## src/rtl/io_uart_tx.sv

```systemverilog
// io_uart_tx: memory-mapped UART transmitter on the CPU IO-port bus.
// CPU writes to BASE_ADDR are queued in a small FIFO and sent 8N1, LSB first,
// on tx. BASE_ADDR+1 is a read-only status register:
//    {4'b0, parity_en, overflow, busy, full}
// Reading status clears the sticky overflow flag.
//
// Build option: define IO_UART_TX_PARITY_EN to add an even-parity bit after
// the data bits (frame becomes 11 bit times, status bit 3 reads 1).
//
// Ports:
//    clk   system clock, rising edge
//    rst   synchronous active-high reset
//    addr  bus address
//    RE    bus read strobe
//    WE    bus write strobe
//    Din   bus write data
//    Dout  bus read data (combinational, 0 unless status is read)
//    sel   addr hits the data or status register
//    tx    serial output, idle high, registered
//
// state  | meaning
// -------+--------------------------------------------------
// IDLE   | line high; pops the FIFO head as soon as count!=0
// START  | start bit (low) for CLK_DIV cycles
// DATA   | 8 data bits, LSB first, CLK_DIV cycles each
// PARITY | even parity bit (only with IO_UART_TX_PARITY_EN)
// STOP   | stop bit (high) for CLK_DIV cycles
module io_uart_tx #(
   parameter logic [7:0]  BASE_ADDR  = 8'h08,
   parameter int unsigned CLK_DIV    = 868,
   parameter int unsigned FIFO_DEPTH = 4
) (
   input  logic       clk,
   input  logic       rst,
   input  logic [7:0] addr,
   input  logic       RE,
   input  logic       WE,
   input  logic [7:0] Din,
   output logic [7:0] Dout,
   output logic       sel,
   output logic       tx
);

   localparam int unsigned   AW        = $clog2(FIFO_DEPTH);
   localparam int unsigned   CW        = AW + 1;
   localparam logic [7:0]    STAT_ADDR = BASE_ADDR + 8'd1;
   localparam logic [15:0]   BAUD_LOAD = 16'(CLK_DIV - 1);
   localparam logic [CW-1:0] FULL_CNT  = CW'(FIFO_DEPTH);
`ifdef IO_UART_TX_PARITY_EN
   localparam logic          PAR_FLAG  = 1'b1;
`else
   localparam logic          PAR_FLAG  = 1'b0;
`endif

   typedef enum logic [2:0] {
      S_IDLE,
      S_START,
      S_DATA,
      S_PARITY,
      S_STOP
   } state_t;

   state_t          state;
   logic [7:0]      mem [FIFO_DEPTH];
   logic [AW-1:0]   wr_ptr;
   logic [AW-1:0]   rd_ptr;
   logic [CW-1:0]   count;
   logic            overflow;
   logic [7:0]      shift_reg;
   logic [15:0]     baud_cnt;
   logic [2:0]      bit_idx;
`ifdef IO_UART_TX_PARITY_EN
   logic            par_bit;
`endif

   logic data_hit;
   logic stat_hit;
   logic push;
   logic stat_rd;
   logic full;
   logic pop;
   logic accept;
   logic busy;

   assign data_hit = (addr == BASE_ADDR);
   assign stat_hit = (addr == STAT_ADDR);
   assign sel      = data_hit | stat_hit;
   assign push     = WE & data_hit;
   assign stat_rd  = RE & stat_hit;
   assign full     = (count == FULL_CNT);
   assign pop      = (state == S_IDLE) & (count != '0);
   // a same-cycle pop frees the head slot, so a push into a full FIFO still fits
   assign accept   = push & (~full | pop);
   assign busy     = (state != S_IDLE) | (count != '0);

   always_comb begin
      Dout = 8'h00;
      if (stat_rd) begin
         Dout = {4'b0000, PAR_FLAG, overflow, busy, full};
      end
   end

   always_ff @(posedge clk) begin
      if (rst) begin
         wr_ptr   <= '0;
         rd_ptr   <= '0;
         count    <= '0;
         overflow <= 1'b0;
      end else begin
         if (accept) begin
            mem[wr_ptr] <= Din;
            wr_ptr      <= wr_ptr + 1'b1;
         end
         if (pop) begin
            rd_ptr <= rd_ptr + 1'b1;
         end
         case ({accept, pop})
            2'b10:   count <= count + 1'b1;
            2'b01:   count <= count - 1'b1;
            default: ;
         endcase
         // set wins over the clear from a simultaneous status read
         if (push & full & ~pop) begin
            overflow <= 1'b1;
         end else if (stat_rd) begin
            overflow <= 1'b0;
         end
      end
   end

   always_ff @(posedge clk) begin
      if (rst) begin
         state     <= S_IDLE;
         tx        <= 1'b1;
         shift_reg <= 8'h00;
         baud_cnt  <= 16'd0;
         bit_idx   <= 3'd0;
`ifdef IO_UART_TX_PARITY_EN
         par_bit   <= 1'b0;
`endif
      end else begin
         case (state)
            S_IDLE: begin
               tx <= 1'b1;
               if (pop) begin
                  shift_reg <= mem[rd_ptr];
`ifdef IO_UART_TX_PARITY_EN
                  par_bit   <= ^mem[rd_ptr];
`endif
                  baud_cnt  <= BAUD_LOAD;
                  bit_idx   <= 3'd0;
                  tx        <= 1'b0;
                  state     <= S_START;
               end
            end
            S_START: begin
               if (baud_cnt == 16'd0) begin
                  baud_cnt <= BAUD_LOAD;
                  tx       <= shift_reg[0];
                  state    <= S_DATA;
               end else begin
                  baud_cnt <= baud_cnt - 16'd1;
               end
            end
            S_DATA: begin
               if (baud_cnt == 16'd0) begin
                  baud_cnt <= BAUD_LOAD;
                  if (bit_idx == 3'd7) begin
`ifdef IO_UART_TX_PARITY_EN
                     tx    <= par_bit;
                     state <= S_PARITY;
`else
                     tx    <= 1'b1;
                     state <= S_STOP;
`endif
                  end else begin
                     tx        <= shift_reg[1];
                     shift_reg <= shift_reg >> 1;
                     bit_idx   <= bit_idx + 3'd1;
                  end
               end else begin
                  baud_cnt <= baud_cnt - 16'd1;
               end
            end
`ifdef IO_UART_TX_PARITY_EN
            S_PARITY: begin
               if (baud_cnt == 16'd0) begin
                  baud_cnt <= BAUD_LOAD;
                  tx       <= 1'b1;
                  state    <= S_STOP;
               end else begin
                  baud_cnt <= baud_cnt - 16'd1;
               end
            end
`endif
            S_STOP: begin
               if (baud_cnt == 16'd0) begin
                  tx    <= 1'b1;
                  state <= S_IDLE;
               end else begin
                  baud_cnt <= baud_cnt - 16'd1;
               end
            end
            default: begin
               tx    <= 1'b1;
               state <= S_IDLE;
            end
         endcase
      end
   end

endmodule

```

## config.mk

```make
export PLATFORM = sky130hd
export DESIGN_NAME = io_uart_tx
export DESIGN_NICKNAME = d
export VERILOG_FILES = /design/src/rtl/io_uart_tx.sv
export SDC_FILE = /design/constraint.sdc
export NUM_CORES = 1
export LEC_CHECK = 0
export ABC_AREA = 1
export CELL_PAD_IN_SITES_DETAIL_PLACEMENT = 0
export CELL_PAD_IN_SITES_GLOBAL_PLACEMENT = 1
export CORE_MARGIN = 3
export CORE_UTILIZATION = 44
export CTS_CLUSTER_DIAMETER = 200
export DETAILED_ROUTE_END_ITERATION = 7
export HOLD_SLACK_MARGIN = 0.02
export PLACE_DENSITY = 0.77
export SYNTH_ARGS = -nofsm -noshare
export SYNTH_HDL_FRONTEND = slang
export SYNTH_SLANG_ARGS = --single-unit
```

## constraint.sdc

```tcl
create_clock -name clk -period 2.3 [get_ports clk]
set_clock_uncertainty 0.1 [all_clocks]
set_input_delay 0.46 -clock clk [delete_from_list [all_inputs] [get_ports clk]]
set_output_delay 0.46 -clock clk [all_outputs]
set_load 0.03 [all_outputs]
```

==> reports/qor.csv <==
stage;metric;value;unit
run_status;status;finished clean;
clock_network;cts_buffers;9;
min_path;hp-start;shift_reg[6];
clock_network;htree_levels;3;
detailed_routing;drt-pass1-iter-count;5;
worst_setup_path;crit_buf_inv;3;
placement;place.gp.congestion;0.8018;
pwr;power_density;1320;nW/µm²
synthesis;synth_ff_type;dfxtp_1;
grt;grt_max_degree;19;
floorplan;die_area;9424;µm²
detailed_routing;wire_per_inst;12.58;µm
pwr;ir_worst_vdd;0.6177;mV
clock_network;clock_sinks;73;
worst_setup_path;criticalPathCategory;input port to output pin;
timing;hold_viol;0;
timing;rsz0062_at_grt;false;
timing;fmax;468.8;MHz
min_path;hold_class;flip-flop to flip-flop;
timing;timing.final.crit_period;2133;ps
timing;maxSlewViolCount;0;
layout;final_nets;502;
layout;postLayoutCellArea;4228;µm²
placement;io_buffers;24;
grt;track_usage;16.33;%
detailed_routing;vias;2873;
grt;overflow;0;
synthesis;yosysTopAreaCellShare;26.33;%
placement;placed_area;4005;µm²
floorplan;die_w;97.08;µm
pwr;cellLeakagePower;1.744;nW
floorplan;fp-row-count;32;
timing;maxSlewHeadroom;62.18;%
floorplan;die_h;97.08;µm
worst_setup_path;ff2ff_setup_slack;400;ps
synthesis;postSynthAreaPerCell;8.295;µm²
worst_setup_path;regToRegEndpoint;count[2];
min_path;hold_path_end;shift_reg[6];
floorplan;io_pins;30;
layout;diodes;0;
layout;drive_gt1_share;14.61;%
synthesis;ys_ff_latch;73;
floorplan;initial_utilization;46.27;%
synthesis;synth_commonest_cells;69 x nor2_1, 62 x nand2_1, 53 x inv_1, 41 x dfxtp_1, 38 x o21ai_0;
pwr;power;5.581;mW
worst_setup_path;critical_path.max_stage_delay;460;ps
grt;antenna_found_initial;0;
timing;hold_slack;358.0;ps
run;cap_violations;0;
synthesis;netlist_area;3650;µm²
worst_setup_path;worstPathMaxFanout;4;
clock_network;clkSlewWorstSetupHoldPaths;80;ps
worst_setup_path;arrival;1570;ps
worst_setup_path;cp_cell_sequence;clkdlybuf4s50_1 > nand2_1 > nor2_1 > nand2_1 > inv_2 > nand3_4 > nor2_1 > buf_4;
grt;grt_pass1_wl;12.60;mm
synthesis;ys_seq_area_share;48.82;%
layout;largest_reg_flops;32;
synthesis;synthCells;440;
worst_setup_path;worst_setup_path_start_kind;input port;
synthesis;yosysUniqueCellTypes;36;
worst_setup_path;crit_required;1740;ps
layout;areaGrowthSynthToFinish;15.84;%
timing;setup_viol;0;
worst_setup_path;crit_family;buffers and inverters;
floorplan;core;7888;µm²
clock_network;insertion_delay;360;ps
detailed_routing;first_iter_violations;112;
min_path;min_path_cells;2;
worst_setup_path;crit_path_end_kind;output pin;
clock_network;tritoncts;done;
clock_network;cts_buffer_depth;2;
timing;period_share;92.74;%
synthesis;synth_edf_count;32;
placement;dp.final_hpwl;5.424;mm
detailed_routing;wirelength;7.307;mm
worst_setup_path;r2r-start;state[0];
detailed_routing;final_antenna_net_count;0;
clock_network;root_buffer;clkbuf_8;
layout;fillers;730;
synthesis;async_reset_ff_share;0;%
synthesis;synth_area_leader_cell;edfxtp_1;
synthesis;synth_area_leaders;edfxtp_1 26%, dfxtp_1 22%, nor2_1 7.1%, nand2_1 6.4%, inv_1 5.5%;
worst_setup_path;critical_path.slowest_cell;clkdlybuf4s50_1;
timing;worstMarginPinSlew;563.0;ps
worst_setup_path;rr_worst_depth;9;
detailed_routing;routed_via_density;4.945;
synthesis;yosysWarnings;0;
detailed_routing;drc;0;
clock_network;ctsHoldBuffers;0;
layout;finish.utilization;53.60;%
synthesis;yosysMostFrequentCell;nor2_1;
grt;grt_pass1_vias;2793;
[final cells by class]
class | instances | area [µm²] | share of cell area, %
Clock buffer | 9 | 123.9 | 2.930
Clock inverter | 7 | 83.83 | 1.983
Inverter | 57 | 214.0 | 5.061
Multi-Input combinational cell | 298 | 1584 | 37.47
Sequential cell | 73 | 1782 | 42.14
Tap cell | 102 | 127.6 | 3.019
Timing Repair Buffer | 35 | 312.8 | 7.399
[how the worst max path moves through the flow]
| stage | cells past startpoint | from | end | slack [ps] |
|---|---|---|---|---|
| detailed placement | 13 | addr[5] | count[2] | -20 |
| finish | 8 | addr[3] | Dout[0] | 170 |
| floorplan | 5 | addr[4] | Dout[0] | 210 |
| global route | 8 | addr[3] | Dout[2] | 40 |
| global placement | 13 | addr[2] | count[2] | 40 |
| CTS | 8 | addr[3] | Dout[1] | 50 |
[layer usage]
metal  vias up  global-route usage (%)  share of wire (%)
li1       1502                       -                  -
met1      1298                   20.39                 45
met2        64                   26.75                 49
met3         9                   4.953                4.7
met4         0                   5.832                1.6
met5         -                       0                  0
[placed cells by master, fill, tap and decap left out, types with 5 or more instances in the layout]
cell type / n
a21oi_1: 30
buf_4: 15
clkbuf_8: 9
clkdlybuf4s50_1: 20
conb_1: 5
dfxtp_1: 41
edfxtp_1: 32
ha_1: 7
inv_1: 52
inv_2: 5
nand2_1: 62
nand2_2: 7
nand3_1: 23
nand4_1: 6
nor2_1: 68
nor2_2: 11
nor3_1: 7
o21a_1: 6
o21ai_0: 38
o21ai_1: 5
[kinds of logic (layout without fill, tap and decap cells)]
| family | count (synthesis) | in the layout | share of synthesized area, % |
|---|---|---|---|
| XOR/XNOR | 1 | 1 | 0.2400 |
| AO/OA/AOI/OAI | 85 | 85 | 12.62 |
| other | 1 | 5 | 0.1027 |
| AND/OR/NAND/NOR | 199 | 199 | 26.67 |
| adder cells (fa/ha/maj) | 8 | 8 | 2.948 |
| buffers and inverters | 73 | 108 | 8.604 |
| flip-flops | 73 | 73 | 48.82 |
[through the flow]
stage / setup TNS, ps / setup WS, ps / cells
after CTS: 0 / 49.08 / 581
after detailed placement: -30.72 / -19.43 / 565
after global placement: 0 / 42.60 / 565
after floorplan: 0 / 206.7 / 444
final: 0 / 167.0 / 581
after global routing: 0 / 40.14 / 581
[worst reg2reg max path: cells and delay by family (launching register included)]
kind                     cells  cell delay, ps
AND/OR/NAND/NOR              6             760
adder cells (fa/ha/maj)      1             400
flip-flops                   1             350
AO/OA/AOI/OAI                1             140
buffers and inverters        1              70
[power breakdown]
part / switching, mW / internal [mW]
combinational: 1.77 / 0.944
sequential: 0.178 / 1.62
clock: 0.548 / 0.522
total: 2.50 / 3.08
[repair_timing]
item,CTS,global route
hold endpoints to repair,0,0
resized for setup,0,4
setup buffers,0,0
setup endpoints to repair,0,3
Note: power is estimated with default switching activity, not from simulation.
